[config.mk]
export PLATFORM = sky130hd
export DESIGN_NAME = biu_prefetch_queue
export DESIGN_NICKNAME = d
export VERILOG_FILES = /design/src/rtl/biu_prefetch_queue.sv
export SDC_FILE = /design/constraint.sdc
export NUM_CORES = 1
export LEC_CHECK = 0
export ABC_AREA = 1
export BUFFER_PORTS_ARGS = -buffer_cell sky130_fd_sc_hd__buf_4
export CAP_MARGIN = 20
export CORE_MARGIN = 2
export CORE_UTILIZATION = 51
export CTS_CLUSTER_SIZE = 10
export DETAILED_ROUTE_END_ITERATION = 7
export PLACE_DENSITY = 0.77
export SYNTH_ARGS = -nofsm -noshare
export SYNTH_HDL_FRONTEND = slang
export SYNTH_SLANG_ARGS = --single-unit
[constraint.sdc]
create_clock -name CLK -period 2.55 [get_ports CLK]
set_input_delay 0.1275 -clock CLK [delete_from_list [all_inputs] [get_ports CLK]]
set_output_delay 0.1275 -clock CLK [all_outputs]
set_load 0.005 [all_outputs]
[src/rtl/biu_prefetch_queue.sv]
// Bus-interface prefetch unit for the 8088/8086: forms CS:FIP fetch addresses,
// runs a request/acknowledge fetch engine and holds fetched bytes in a circular queue.
module biu_prefetch_queue #(
  parameter int BUS_BYTES = 1,
  parameter int DEPTH     = 4,
  parameter int OUT_BYTES = 4
) (
  input  logic                           CLK,
  input  logic                           RST,
  input  logic [15:0]                    CS,
  input  logic                           IP_LOAD,
  input  logic [15:0]                    IP_NEW,
  input  logic                           EU_REQ,
  output logic                           MEM_REQ,
  output logic [19:0]                    MEM_ADDR,
  output logic [BUS_BYTES-1:0]           MEM_BE,
  input  logic                           MEM_ACK,
  input  logic [8*BUS_BYTES-1:0]         MEM_RDATA,
  input  logic [$clog2(OUT_BYTES+1)-1:0] POP,
  output logic [8*OUT_BYTES-1:0]         Q_OUT,
  output logic [$clog2(DEPTH+1)-1:0]     Q_COUNT,
  output logic [15:0]                    HEAD_IP,
  output logic                           UNDERRUN
);
  localparam int PW = $clog2(DEPTH);
  localparam int CW = $clog2(DEPTH + 1);

  typedef enum logic [1:0] {IDLE, REQ, DRAIN} state_t;
  state_t state;

  logic [7:0]           store [DEPTH];
  logic [PW-1:0]        rd_ptr;
  logic [PW-1:0]        wr_ptr;
  logic [15:0]          fip;

  logic [1:0]           fetch_size;
  logic [BUS_BYTES-1:0] be_next;
  logic [19:0]          addr_next;
  logic                 room_ok;
  logic                 write_en;
  logic [1:0]           write_count;
  logic [7:0]           write_lo;
  logic [7:0]           write_hi;
  logic [CW-1:0]        pop_eff;
  logic                 pop_over;

  // An odd FIP on a 16-bit bus fetches only the upper lane so the next fetch is aligned.
  always_comb begin
    fetch_size = 2'd1;
    be_next    = '1;
    if (BUS_BYTES == 2) begin
      if (fip[0]) be_next[0] = 1'b0;
      else        fetch_size = 2'd2;
    end
    addr_next = {CS, 4'h0} + {4'h0, fip};
    if (BUS_BYTES == 2) addr_next[0] = 1'b0;
    room_ok = (DEPTH - int'(Q_COUNT)) >= int'(fetch_size);
  end

  always_comb begin
    write_en    = (state == REQ) && MEM_ACK && !IP_LOAD;
    write_lo    = MEM_BE[0] ? MEM_RDATA[7:0] : MEM_RDATA[8*BUS_BYTES-1 -: 8];
    write_hi    = MEM_RDATA[8*BUS_BYTES-1 -: 8];
    write_count = (BUS_BYTES == 2 && MEM_BE == '1) ? 2'd2 : 2'd1;
    if (!write_en) write_count = 2'd0;
    if (int'(POP) > int'(Q_COUNT)) begin
      pop_over = 1'b1;
      pop_eff  = Q_COUNT;
    end else begin
      pop_over = 1'b0;
      pop_eff  = CW'(POP);
    end
  end

  // A request, once issued, is never abandoned on the bus; a flush only marks it for discard.
  always_ff @(posedge CLK or negedge RST) begin
    if (!RST) begin
      state    <= IDLE;
      MEM_REQ  <= 1'b0;
      MEM_ADDR <= '0;
      MEM_BE   <= '0;
      fip      <= '0;
    end else begin
      case (state)
        IDLE: begin
          if (!IP_LOAD && !EU_REQ && room_ok) begin
            state    <= REQ;
            MEM_REQ  <= 1'b1;
            MEM_ADDR <= addr_next;
            MEM_BE   <= be_next;
          end
        end
        REQ: begin
          if (MEM_ACK) begin
            state   <= IDLE;
            MEM_REQ <= 1'b0;
            fip     <= fip + 16'(fetch_size);
          end else if (IP_LOAD) begin
            state <= DRAIN;
          end
        end
        DRAIN: begin
          if (MEM_ACK) begin
            state   <= IDLE;
            MEM_REQ <= 1'b0;
          end
        end
        default: begin
          state   <= IDLE;
          MEM_REQ <= 1'b0;
        end
      endcase
      if (IP_LOAD) fip <= IP_NEW;
    end
  end

  always_ff @(posedge CLK or negedge RST) begin
    if (!RST) begin
      rd_ptr   <= '0;
      wr_ptr   <= '0;
      Q_COUNT  <= '0;
      HEAD_IP  <= '0;
      UNDERRUN <= 1'b0;
      for (int i = 0; i < DEPTH; i++) store[i] <= 8'h00;
    end else if (IP_LOAD) begin
      rd_ptr   <= '0;
      wr_ptr   <= '0;
      Q_COUNT  <= '0;
      HEAD_IP  <= IP_NEW;
      UNDERRUN <= 1'b0;
    end else begin
      if (write_en) begin
        store[wr_ptr] <= write_lo;
        if (write_count == 2'd2) store[wr_ptr + PW'(1)] <= write_hi;
      end
      wr_ptr   <= wr_ptr + PW'(write_count);
      rd_ptr   <= rd_ptr + PW'(pop_eff);
      Q_COUNT  <= Q_COUNT + CW'(write_count) - pop_eff;
      HEAD_IP  <= HEAD_IP + 16'(pop_eff);
      UNDERRUN <= pop_over;
    end
  end

  // Bytes beyond the valid count read as zero so stale entries never leak to the EU.
  always_comb begin
    Q_OUT = '0;
    for (int i = 0; i < OUT_BYTES; i++) begin
      if (i < int'(Q_COUNT)) Q_OUT[8*i +: 8] = store[rd_ptr + PW'(i)];
    end
  end

endmodule

# --- Word level (Yosys, flattened, before mapping) ---
# Cells that the tools add are included.
classes:
  n_addsub: 12
  n_lt_le_gt_ge: 14
  eq_ne: 7
  muxes: 42
  bitwise_logic: 7
  n_reduce_logical: 17
op_table:
  columns: ["op", "n"]
  rows:
  - ["two-way mux 8 bit", 14]
  - ["binary-select mux 8 bit (select 2 bit)", 4]
  - ["bitwise mux 32 bit", 2]
  - ["two-way mux 16 bit", 4]
  - ["demux 8 bit (select 2 bit)", 2]
  - ["two-way mux 32 bit", 1]
  - ["adder 20 x 16 -> 20 bit", 1]
  - [">= comparator 3 bit, second input constant", 6]
  - ["inverter 2 -> 3 bit", 6]
  - ["adder 16 x 1 -> 16 bit, second input constant", 1]
  - ["adder 16 x 3 -> 16 bit", 1]
  - ["two-way mux 2 bit", 6]
  - ["AND reduction 2 bit", 4]
  - ["logical AND 1 bit", 6]
  - ["< comparator 1 x 3 -> 1 bit, first input constant", 2]
  - ["< comparator 2 x 3 -> 1 bit, first input constant", 2]
  - ["< comparator 3 x 1 -> 1 bit, second input constant", 2]
  - ["two-way mux 3 bit", 2]
  - ["case mux 2 bit (3 select lines)", 1]
  - ["two-way mux 1 bit", 5]
  - ["adder 2 x 1 -> 2 bit, second input constant", 2]
  - ["adder 2 bit", 2]
  - ["adder 2 bit, second input constant", 2]
  - ["equality test 2 bit, second input constant", 2]
  - ["other kinds (16)", 19]
totals:
  reg_bits: 96
  inputBits: 48
  out_inout_bits: 74
  elab_cells: 113

# --- Depth between registers and ports, before layout ---
depth:
  word_depth: 8
  depth_mapped: 18

# --- Least setup slack after synthesis ---
# OpenSTA, ideal clock, no wires.
synth_timing:
  path_kind: "reg-to-reg"
  start: "register Q_COUNT[2]"
  end: "register Q_COUNT[2]"
  setup_time_ns: 0.119
  arrival_ns: 2.548
  setup_slack_ns: -0.117
  path_stages_with_launch: 17
  cell_sequence: "dfrtp_1 > inv_1 > ha_1 > a21oi_1 > nand2_1 > nand2_1 > nor2_1 > a21oi_1 > ha_1 > inv_1 > ha_1 > inv_1 > fa_1 > xor2_1 > nand3_1 > nand2_1 > nor2_1"
synth_between:
  elab_chain_len: 4
synth_rtl:
  columns: ["item", "line", "source"]
  rows:
  - ["start, declared", "21", "output logic [$clog2(DEPTH+1)-1:0] Q_COUNT,"]
  - ["start signal, assigned", "138", "Q_COUNT <= Q_COUNT + CW'(write_count) - pop_eff;"]
  - ["greater-than comparator 3 bit", "66", "if (int'(POP) > int'(Q_COUNT)) begin"]
  - ["two-way mux 3 bit", "66", null]
  - ["subtractor 3 bit (*)", "138", null]
  - ["two-way mux 3 bit (*)", "125", "end else if (IP_LOAD) begin"]
# Every way passes the cells marked *; elsewhere a longest branch is shown, timed or not.
# A chain may end at the register's enable or synchronous reset.

# --- Worst setup path in the final report ---
# Same ends and word-level chain as after synthesis.

==> reports/qor.log <==
INFO  clock_network  number_of_buffers_added_by_the_clock_tree_synthesis_step=9
INFO  setup_path     category_of_the_worst_setup_path_launch_point=flip-flop
INFO  floorplanning  initial_core_utilization=52.45%
INFO  synth          synthTopCellsByCount=nand2_1, inv_1, dfrtp_1
INFO  drt            drc=0
INFO  floorplanning  pin_count=122
INFO  place          postPlaceCellArea=7346um^2
INFO  final_layout   synthToLayoutAreaGrowth=24.25%
INFO  setup_path     r2r_start=Q_COUNT[2]
INFO  timing         drv_slew=0
INFO  synth          fraction_of_the_mapped_netlist_area_in_adder_cells=6.316%
INFO  timing         setup_viol=0
INFO  timing         fin_ws=0.08458ns
INFO  setup_path     slowest_delay=0.39ns
INFO  synth          synth_edf_count=0
INFO  setup_path     critPathMaxFanout=4
INFO  final_layout   post_route_cells_drive_above_1_share=19.86%
INFO  job            cap_viol_max_count=0
INFO  grt            global_route_usage_sum=24.21%
INFO  synth          yosys.area.top_type_share=38.13%
INFO  drt            first_pass_iters=4
INFO  setup_path     reg2reg_setup_slack=0.08ns
INFO  synth          synth.avg_cell_area=7.047um^2
INFO  power          overall_power=7.896mW
INFO  drt            viasPerCell=5.191
INFO  setup_path     worst_path_max_delay_cell=dfrtp_1
INFO  setup_path     timing.critical_path.required=2.79ns
INFO  clock_network  clk_pin_slew=0.07ns
INFO  timing         relSlewSlack=56.00%
INFO  final_layout   final_area=7828um^2
INFO  synth          post_synth_xor_area_fraction=2.066%
INFO  setup_path     worstSetupPathType=reg -> reg
INFO  synth          synthesis.instances=894
INFO  drt            via_count=6068
INFO  timing         finalClockSkew=0.009709ns
INFO  clock_network  cts.path.max_buffers=2
INFO  synth          yosys_warnings=0
INFO  clock_network  clk_lat_worst_skew=0.35ns
INFO  timing         timing.fmax=0.4056GHz
INFO  final_layout   finalNetCount=1095
INFO  timing         hold_viol_final=0
INFO  synth          async_flop_share=100.0%
INFO  setup_path     timing.critical_path.from=Q_COUNT[2]
INFO  synth          simple_gate_portion_of_the_synthesized_area=29.45%
INFO  floorplanning  floorplan.rows=40
INFO  synth          synth_cell_type_count=39
INFO  power          vdd_ir_drop_max=771.0uV
INFO  timing         finalWorstPathRequiredPeriod=2.465ns
INFO  synth          synth.area.top_cells=dfrtp_1, nand2_1, o21ai_0, inv_1, ha_1
INFO  synth          synth_top_family_by_area=simple AND/OR/NAND/NOR gates
INFO  place          final_hpwl_dp=11.66mm
INFO  drt            drt_iter0_markers=368
INFO  setup_path     crit_path_end_kind=flip-flop
INFO  synth          ys_dominant_reg_cell=dfrtp_1
INFO  timing         tightestPinTransition=0.6599ns
INFO  grt            grt_antenna_before_repair=0
INFO  synth          yosysMostFrequentCell=nand2_1
INFO  floorplanning  die_h=115.1um
INFO  clock_network  clk_root_buffer_cell=clkbuf_16
INFO  grt            grt_max_degree=66
INFO  synth          postSynthNetCount=972
INFO  setup_path     crit_path_cell_trace=inv_2, ha_4, a21oi_2, nand2_1, nand2_2, nor2_2, a21oi_2, ha_1, inv_2, ha_4, inv_2, fa_2, xor2_2, nand3_1, nand2_1, nor2_1
INFO  power          power_density=1009nW/um^2
INFO  grt            grt_pass1_vias=5495
INFO  clock_network  cts_max_level=3
INFO  clock_network  clock_tree_from_tritoncts=built
INFO  synth          seq_area_frac_synth=38.13%
INFO  drt            drt.antenna.violating_nets=0
INFO  setup_path     worst-endpoint-arrival=2.70ns
INFO  grt            grt_remaining_overflow=0
INFO  place          gp_congestion=0.8875
INFO  min_path       timing.hold.worst.class=in -> reg
INFO  place          placement.setup.worst_slack=0.03587ns
INFO  min_path       min_from=IP_NEW[11]
INFO  synth          postSynthRegisterBits=96
INFO  final_layout   antenna_cells_inserted=0
INFO  timing         min_period_over_period=96.68%
INFO  status         status=finished, final reports clean
INFO  clock_network  number_of_clock_sinks_seen_by_cts=96
INFO  power          static-leakage-power=4.038nW
INFO  synth          yosys.area.top_type=dfrtp_1
INFO  drt            detail_route.wirelength=15.57mm
INFO  floorplanning  die_w=115.1um
INFO  timing         grt_setup_unrepaired=yes
INFO  synth          multiplexer_share_of_the_synthesized_area=0%
INFO  setup_path     crit_path_frequent_cell=inv_2
INFO  grt            grt_pass1_wl=25.72mm
INFO  synth          syn-cell-area=6300um^2
INFO  floorplanning  floorplan.die_area=13260um^2
INFO  place          io_buffers=121
INFO  floorplanning  floorplan_core_area=12010um^2
INFO  drt            routed_wire_length_per_instance=13.32um
INFO  synth          synth-compound-area-share=14.16%
## through the flow
stage	cells	hold slack, ns	util, %	setup TNS, ns
6_report	1169	0.03068	65.17	0
5_1_grt	1169	0.04443	65.17	-0.1220
4_1_cts	1164	0.02322	64.24	0
3_5_place_dp	1147	0.2052	61.16	0
3_3_place_gp	1147	0.2051	61.16	0
2_1_floorplan	894	-0.1681	-	0
## cells by family (layout without fill, tap and decap cells)
kind of cell,count (synthesis),after routing
and+or+nand+nor,441,441
AOI/OAI and AO/OA,169,169
buffers and inverters,144,272
DFF,96,96
adders and majority gates,30,30
xor gates and xnor gates,14,14
## path summary, 6_finish.rpt
check                         endpoint  cells after the start
hold reg to reg                 MEM_BE                      1
min in group asynchronous   HEAD_IP[8]                      2
setup reg to reg            Q_COUNT[2]                     16
hold / removal             HEAD_IP[11]                      3
max in group asynchronous  MEM_ADDR[7]                      3
setup / recovery            Q_COUNT[2]                     16
## per-layer routing
metal	vias to the layer above	share of wire [%]	global-route usage [%]
met3	20	3.9	2.794
met2	142	45	37.76
met1	2806	49	35.48
met5	-	0	0
met4	0	1.6	7.631
li1	3100	-	-
## flip-flops by register name, indices dropped and copies added, names as in the netlist, 2 cells and up
register  cells
store        32
MEM_ADDR     20
HEAD_IP      16
fip          16
Q_COUNT       3
rd_ptr        2
state         2
wr_ptr        2
## what timing repair did
item | 4_1_cts | 5_1_grt
setup endpoints to repair | 0 | 13
hold buffers | 1 | 0
buffers inserted | 0 | 5
resized for setup | 0 | 21
hold endpoints to repair | 49 | 0
## cell type report
cell class,count,area (um^2)
repair buffers,139,1071
inverters,117,439.2
flip-flops and latches,96,2402
clock buffers,11,252.7
clock inverters,5,107.6
fillers,1095,4184
well taps,147,183.9
multi-input cells,654,3371
## power breakdown
group          leakage (nW)  switching, mW  internal [mW]
sequential             1.22          0.355           1.95
clock                 0.177          0.583           1.02
combinational          2.64           2.23           1.76
## layout by cell type (no fill, tap or decap), types with 3 or more instances in the layout
| cell type | count |
|---|---|
| nand2_2 | 7 |
| dfrtp_1 | 96 |
| buf_4 | 136 |
| nor2_1 | 66 |
| nor2_4 | 5 |
| or2_2 | 3 |
| a21oi_1 | 49 |
| o21ai_1 | 12 |
| ha_1 | 23 |
| o221ai_1 | 3 |
| xnor2_1 | 6 |
| nand3_1 | 51 |
| a31oi_1 | 3 |
| o21ai_0 | 88 |
| ha_4 | 3 |
| nor2_2 | 7 |
| nand3b_1 | 4 |
| nand3_2 | 4 |
| bufinv_16 | 3 |
| inv_1 | 109 |
| o211ai_1 | 3 |
| xor2_1 | 6 |
| nand4_1 | 3 |
| inv_2 | 8 |
| nand2_1 | 277 |
| nor3_1 | 9 |
| clkbuf_16 | 9 |
## worst max-delay path, delay by kind of cell, from the launching register on
family | cells | cell delay, ns
buffers and inverters | 3 | 0.19
and+or+nand+nor | 6 | 0.39
AOI/OAI and AO/OA | 2 | 0.29
adders and majority gates | 4 | 0.93
DFF | 1 | 0.39
xor gates and xnor gates | 1 | 0.15
No activity file was read; power rests on OpenSTA's default activity.
